<file path="config.mk">
export PLATFORM = sky130hd
export DESIGN_NAME = video_timing_meas
export DESIGN_NICKNAME = d
export VERILOG_FILES = /design/src/rtl/video_timing_meas.sv
export SDC_FILE = /design/constraint.sdc
export NUM_CORES = 1
export LEC_CHECK = 0
export CAP_MARGIN = 5
export CORE_AREA = 3 3 183 114
export DETAILED_ROUTE_END_ITERATION = 8
export DIE_AREA = 0 0 186 117
export PLACE_DENSITY = 0.56
export SYNTH_ARGS = -nofsm -noshare
export SYNTH_HDL_FRONTEND = slang
export SYNTH_SLANG_ARGS = --single-unit
</file>
<file path="constraint.sdc">
create_clock -name odck_in -period 4.6 [get_ports odck_in]
set_clock_uncertainty 0.1 [all_clocks]
set_input_delay 1.38 -clock odck_in [delete_from_list [all_inputs] [get_ports odck_in]]
set_output_delay 1.38 -clock odck_in [all_outputs]
set_load 0.01 [all_outputs]
</file>
<file path="src/rtl/video_timing_meas.sv">
// Video timing measurement: re-registers the receiver's sync and pixel stream, tags
// each active pixel with its column/row, and measures frame size to report lock.
module video_timing_meas #(
    parameter int unsigned LOCK_FRAMES = 2,
    parameter bit          VS_ACT_HIGH = 1'b1
) (
    input  logic        odck_in,
    input  logic        rst,
    input  logic        scdt_in,
    input  logic        vsync_in,
    input  logic        hsync_in,
    input  logic        de_in,
    input  logic [7:0]  pixel_r_in,
    input  logic [7:0]  pixel_g_in,
    input  logic [7:0]  pixel_b_in,
    output logic        vsync_o,
    output logic        hsync_o,
    output logic        de_o,
    output logic [7:0]  pixel_r_o,
    output logic [7:0]  pixel_g_o,
    output logic [7:0]  pixel_b_o,
    output logic [11:0] x_o,
    output logic [11:0] y_o,
    output logic        sof_o,
    output logic [11:0] h_active_o,
    output logic [11:0] v_active_o,
    output logic        locked_o,
    output logic        frame_done_o
);

    localparam logic [3:0]  LOCK_CNT = 4'(LOCK_FRAMES);
    localparam logic [11:0] CNT_MAX  = '1;

    logic        de_d;
    logic        vs_d;
    logic [11:0] x_cnt;
    logic [11:0] y_cnt;
    logic [11:0] line_w;
    logic        bad;
    logic        armed;
    logic [3:0]  match;

    logic        vs_act;
    logic        line_end;
    logic        frame_edge;
    logic [11:0] x_inc;
    logic [11:0] y_inc;
    logic        width_err;
    logic [11:0] y_close;
    logic [11:0] lw_close;
    logic        bad_close;
    logic        good;
    logic        same_dims;
    logic [3:0]  match_next;

    // Values seen by the closing frame include a line end on the same sample.
    always_comb begin
        vs_act     = VS_ACT_HIGH ? vsync_in : ~vsync_in;
        line_end   = de_d & ~de_in;
        frame_edge = ~vs_d & vs_act;
        x_inc      = (x_cnt == CNT_MAX) ? x_cnt : x_cnt + 12'd1;
        y_inc      = (y_cnt == CNT_MAX) ? y_cnt : y_cnt + 12'd1;
        width_err  = line_end && (y_cnt != '0) && (x_cnt != line_w);
        y_close    = line_end ? y_inc : y_cnt;
        lw_close   = (line_end && (y_cnt == '0)) ? x_cnt : line_w;
        bad_close  = bad | width_err;
        good       = armed && !bad_close && (y_close != '0) && (lw_close != '0);
        same_dims  = (match != '0) && (lw_close == h_active_o) && (y_close == v_active_o);
        match_next = '0;
        if (good) begin
            if (!same_dims)
                match_next = 4'd1;
            else if (match >= LOCK_CNT)
                match_next = LOCK_CNT;
            else
                match_next = match + 4'd1;
        end
    end

    always_ff @(posedge odck_in or negedge rst) begin
        if (!rst) begin
            vsync_o   <= 1'b0;
            hsync_o   <= 1'b0;
            pixel_r_o <= '0;
            pixel_g_o <= '0;
            pixel_b_o <= '0;
        end else begin
            vsync_o   <= vsync_in;
            hsync_o   <= hsync_in;
            pixel_r_o <= pixel_r_in;
            pixel_g_o <= pixel_g_in;
            pixel_b_o <= pixel_b_in;
        end
    end

    always_ff @(posedge odck_in or negedge rst) begin
        if (!rst) begin
            de_d         <= 1'b0;
            vs_d         <= 1'b0;
            x_cnt        <= '0;
            y_cnt        <= '0;
            line_w       <= '0;
            bad          <= 1'b0;
            armed        <= 1'b0;
            match        <= '0;
            de_o         <= 1'b0;
            sof_o        <= 1'b0;
            frame_done_o <= 1'b0;
            x_o          <= '0;
            y_o          <= '0;
            h_active_o   <= '0;
            v_active_o   <= '0;
            locked_o     <= 1'b0;
        end else begin
            de_d <= de_in;
            vs_d <= vs_act;
            if (!scdt_in) begin
                de_o         <= 1'b0;
                sof_o        <= 1'b0;
                frame_done_o <= 1'b0;
                x_cnt        <= '0;
                y_cnt        <= '0;
                bad          <= 1'b0;
                armed        <= 1'b0;
                match        <= '0;
                locked_o     <= 1'b0;
            end else begin
                de_o         <= de_in;
                sof_o        <= de_in && (x_cnt == '0) && (y_cnt == '0);
                frame_done_o <= frame_edge;
                if (de_in) begin
                    x_o   <= x_cnt;
                    y_o   <= y_cnt;
                    x_cnt <= x_inc;
                end
                if (line_end) begin
                    x_cnt <= '0;
                    y_cnt <= y_inc;
                    if (y_cnt == '0)
                        line_w <= x_cnt;
                    else if (x_cnt != line_w)
                        bad <= 1'b1;
                end
                // Later assignments win: a boundary overrides the line-end counter updates.
                if (frame_edge) begin
                    x_cnt    <= '0;
                    y_cnt    <= '0;
                    bad      <= 1'b0;
                    armed    <= 1'b1;
                    match    <= match_next;
                    locked_o <= (match_next == LOCK_CNT);
                    if (good) begin
                        h_active_o <= lw_close;
                        v_active_o <= y_close;
                    end
                end
            end
        end
    end

endmodule

</file>
; ---- After elaboration in Yosys (flattened, before gate mapping)
; Cells that the tools add are included.
[classes]
shifts = 0
n_mux = 27
reduce_logical = 22
magnitude_cmp = 1
div_mod_pow = 0
bitwise_logic = 5
eq_ne = 12
addsub = 3
mul = 0
[op_table]
columns = cell, n
row1 = $mux 12, 10
row2 = $reduce_bool 12->1, 3
row3 = $add 12x1->12 const B, 2
row4 = $eq 12x12->1, 2
row5 = $eq 12x12->1 const B, 2
row6 = $logic_not 12->1, 2
row7 = $mux 4, 5
row8 = $mux 1, 12
row9 = $ne 12x12->1, 1
row10 = $logic_and 1x1->1, 10
row11 = $reduce_and 3->1, 3
row12 = $ne 3x1->1 const B, 2
row13 = $add 4x1->4 const B, 1
row14 = $eq 4x2->1 const B, 1
row15 = $ge 4x2->1 const B, 1
row16 = $ne 4x1->1 const B, 1
row17 = $ne 4x4->1 const B, 1
row18 = $reduce_and 2->1, 2
row19 = $reduce_bool 4->1, 1
row20 = $ne 3x3->1 const B, 1
row21 = $and 1x1->1, 2
row22 = $ne 2x1->1 const B, 1
row23 = $not 1->1, 2
row24 = $logic_not 1->1, 1
row25 = $or 1x1->1, 1
[totals]
inputBits = 30
rom_bits = 0
memories = 0
ff_bits = 121
ramBits = 0
out_inout_bits = 78
latchBits = 0

; ---- Logic depth before layout (Yosys ltp)
[logic_depth]
word_depth = 13
mapped_depth = 12
ltp_nobuf = 10

; ---- Least setup slack after synthesis
; No wires, ideal clock.
[synth_timing]
path_kind = input -> register
startpoint = in de_in
endpoint = reg match[1]
setup_slack_ps = 689
t_required_ps = 4404
arrival_ps = 3715
path_buffers = 2
path_stages = 10
path_cell_list = nand2b_1 > clkbuf_1 > or4b_4 > buf_6 > mux2i_1 > a2111o_1 > or4_1 > nor2_2 > nand3_2 > o32ai_2
[synth_via]
elab_chain_len = 12
elab_cells_between_ends = 22
[synth_rtl]
columns = element, line
row1 = from (decl), 12  ; input logic de_in,
row2 = $not 1->1 *, 59  ; line_end = de_d & ~de_in;
row3 = $and 1x1->1 *, 59
row4 = branches (longest 7 deep; another with $mux 12), -
row5 = $mux 4 *, 70  ; if (good) begin
row6 = $mux 4 *, 145  ; if (frame_edge) begin
row7 = $mux 4 *, 117  ; if (!scdt_in) begin
row8 = to (signal assigned), 150  ; match <= match_next;
row9 = to (decl), 41  ; logic [3:0] match;
; Mark *: on every way between the ends. The select of a mux whose other input is x is not followed.
; A chain may end at the register's enable or synchronous reset.

; ---- Worst setup path in the final report
[layout_timing]
startpoint = in de_in
endpoint = reg locked_o
[layout_via]
elab_chain_len = 13
elab_cells_between_ends = 23
[layout_rtl]
columns = element, line
row1 = $not 1->1 *, 59
row2 = $and 1x1->1 *, 59
row3 = branches (longest 7 deep; another with $mux 12), -
row4 = $mux 4 *, 70
row5 = $eq 4x2->1 *, 151  ; locked_o <= (match_next == LOCK_CNT);
row6 = $mux 1 *, 145
row7 = $mux 1 *, 117
row8 = to (signal assigned), 151
row9 = to (decl), 27  ; output logic locked_o,
; Marks and branches as above.

==> results.py <==
metrics = {
    "run_status": {
        "outcome": "completed",
    },
    "synth": {
        "synth_area_leaders": "dfrtp_1 53%, mux2_2 7.6%, xor2_1 4.6%",
        "synth_nets": 552,
        "synth-seq-cells": 121,
        "syn_inst": 515,
        "syn-cell-area_um2": 5740,
        "yosys.area.top_type_share_pct": 52.7,
        "ys.flop_type": "dfrtp_1",
        "yosys_warnings": 0,
        "ys_async_sr_fraction_pct": 100,
        "synth_cell_types": 59,
        "synth-edff-count": 0,
        "synth_top_area_cell": "dfrtp_1",
        "ys_seq_area_share_pct": 52.7,
        "syn_avg_cell_area_um2": 11.2,
    },
    "sta": {
        "min_period_ns": 4.11,
        "min_period_over_period_pct": 89.4,
        "hold_ws_ns": 0.380,
        "tightest_slew_ns": 0.787,
        "fmax_ghz": 0.243,
        "setup_ws_ns": 0.488,
        "hold_viol_final": 0,
        "setup_viol": 0,
        "slew_violations": 0,
        "max_slew_margin_pct": 47.5,
        "rsz0062_at_grt": "false",
        "setup_tns_ns": 0,
    },
    "grt": {
        "grt_pass1_wl_um": 26200,
        "antenna_found_initial": 0,
        "grt_pass1_vias": 4500,
        "grt.total_usage_pct": 16.1,
        "grt_overflow": 0,
        "grt_max_degree": 63,
    },
    "clock_network": {
        "cts_root_buf": "clkbuf_16",
        "ctsHtreeMaxLevel": 4,
        "worst_skew_pair.late_latency_ns": 0.42,
        "clockBufferDepth": 2,
        "hold_buffers": 0,
        "path_clk_slew_ns": 0.06,
        "cts_made_buffers": 17,
        "cts_resized": 0,
        "postCtsSetupBuffers": 0,
        "cts_sinks": 121,
        "cts_tree": "done",
    },
    "place": {
        "place_congestion": 0.921,
        "io_buffers": 107,
        "dp_hpwl_um": 12400,
        "dp_slack_ns": 0.0788,
    },
    "cells_and_area": {
        "syn_to_final_growth_pct": 36.3,
        "fin_nets": 671,
        "final_common_cell": "dfrtp_1",
        "diodes": 0,
        "final_cell_mix": "121 x dfrtp_1, 106 x clkdlybuf4s50_1, 39 x mux2_2",
        "drive_gt1_share_pct": 15.6,
    },
    "route": {
        "drcViolationCount": 0,
        "via_per_inst": 4.92,
        "drt-pass1-iter-count": 5,
        "drt_wl_total_um": 16800,
        "wl_per_cell_um": 18.8,
        "drtIter0Drc": 354,
        "vias": 4388,
        "drtAntennaViolNets": 0,
    },
    "run": {
        "drv_cap": 0,
    },
    "hold_path": {
        "hold_class": "flip-flop to flip-flop",
        "hp-start": "x_o[0]$_DFFE_PN0P_",
    },
    "critical_path": {
        "crit_path_start": "de_in",
        "critPathLaunchType": "input pin",
        "crit_type": "input pin to flip-flop",
        "crit_arrival_ns": 4.33,
        "crit_path_max_fanout": 7,
        "cp-end-kind": "flip-flop",
        "reg2reg_from": "y_cnt[6]$_DFF_PN0_",
        "cp_data_required_time_ns": 4.82,
    },
    "die": {
        "core_area_um2": 19000,
        "start_util_pct": 30.2,
        "io_pins": 108,
        "die_area_um2": 21800,
        "num_rows": 39,
        "die_h_um": 117,
        "die_x_um": 186,
    },
    "pwr": {
        "p_leak_uw": 0.00353,
        "power_density_nw_per_um2": 372,
        "peakVddDrop_mv": 0.246,
    },
}
-- worst max-delay path, stage by stage --
cell	delay, ns
clkdlybuf4s50_1	0.46
nand2b_1	0.33
or4b_4	0.66
mux2i_1	0.15
a2111o_1	0.35
or4_1	0.49
nor2_2	0.15
nand3_2	0.11
o31ai_1	0.24
-- cell usage after synthesis (all sizes together), types with 4 or more instances --
cell type / instances
nor3: 8
nor4: 15
xnor2: 26
dfrtp: 121
o21ai: 18
or4: 6
mux2: 39
xor2: 30
nand4: 4
ha: 7
and2: 10
buf: 9
nor2: 35
inv: 29
o31ai: 6
mux2i: 21
a21oi: 12
nor2b: 6
nand2: 35
nand3: 14
clkbuf: 18
and3: 4
-- sequential cells by signal (all words and copies together), names as in the netlist, 4 cells and up --
signal / count
h_active_o: 12
line_w: 12
match: 4
pixel_b_o: 8
pixel_g_o: 8
pixel_r_o: 8
v_active_o: 12
x_cnt: 12
x_o: 12
y_cnt: 12
y_o: 12
-- report_power, final --
group          leakage, uW  switching, uW  internal, uW  total, uW
sequential         0.00156           40.7          1110       1150
clock             0.000323            475          1010       1490
combinational      0.00164            141           139        280
-- layout make-up --
class / count / area (um^2)
fill: 1823 / 11200
sequential: 121 / 3030
multi-input combinational: 338 / 2480
timing repair buffer: 127 / 1240
clock buffer: 23 / 488
tap: 246 / 308
clock inverter: 8 / 165
inverter: 29 / 109
-- through the flow --
stage	instances	power (uW)	cell area, um^2	util [%]
after floorplan	515	1270	5740	-
after global placement	861	1440	7170	37.7
after detailed placement	861	1450	7170	37.7
after CTS	892	2960	7830	41.1
after global routing	892	3040	7830	41.1
final	892	2910	7830	41.1
-- metal layers --
metal / part of all wire [%] / global-route usage, % / vias to the layer above / wire [um]
met4: 0.55 / 4.16 / 0 / 93
met3: 9.8 / 5.96 / 6 / 1640
met2: 37 / 20.2 / 200 / 6170
met1: 53 / 25.4 / 2152 / 8850
li1: - / - / 2030 / -
met5: 0 / 0 / - / 0
-- worst paths after layout --
| path | to | slack [ns] | cells past startpoint |
|---|---|---|---|
| setup / recovery | locked_o$_DFFE_PN0N_ | 0.49 | 9 |
| hold / removal | x_o[0]$_DFFE_PN0P_ | 0.38 | 2 |
| setup reg to reg | v_active_o[7]$_DFFE_PN0P_ | 1.04 | 10 |
| hold reg to reg | x_o[0]$_DFFE_PN0P_ | 0.38 | 2 |
| max in group asynchronous | x_cnt[11]$_DFFE_PN0P_ | 2.65 | 2 |
| min in group asynchronous | pixel_r_o[3]$_DFF_PN0_ | 0.95 | 1 |
-- cells by family (layout without fill, tap and decap cells) --
group | count (synthesis) | in the layout | synth area share [%]
compound gates | 64 | 64 | 7.63
xor+xnor | 56 | 56 | 8.54
fa+ha+maj | 7 | 7 | 1.52
buf+inv | 56 | 187 | 4.03
flops | 121 | 121 | 52.7
mux | 60 | 60 | 11.3
simple gates | 151 | 151 | 14.2
Note: power is estimated with default switching activity, not from simulation.
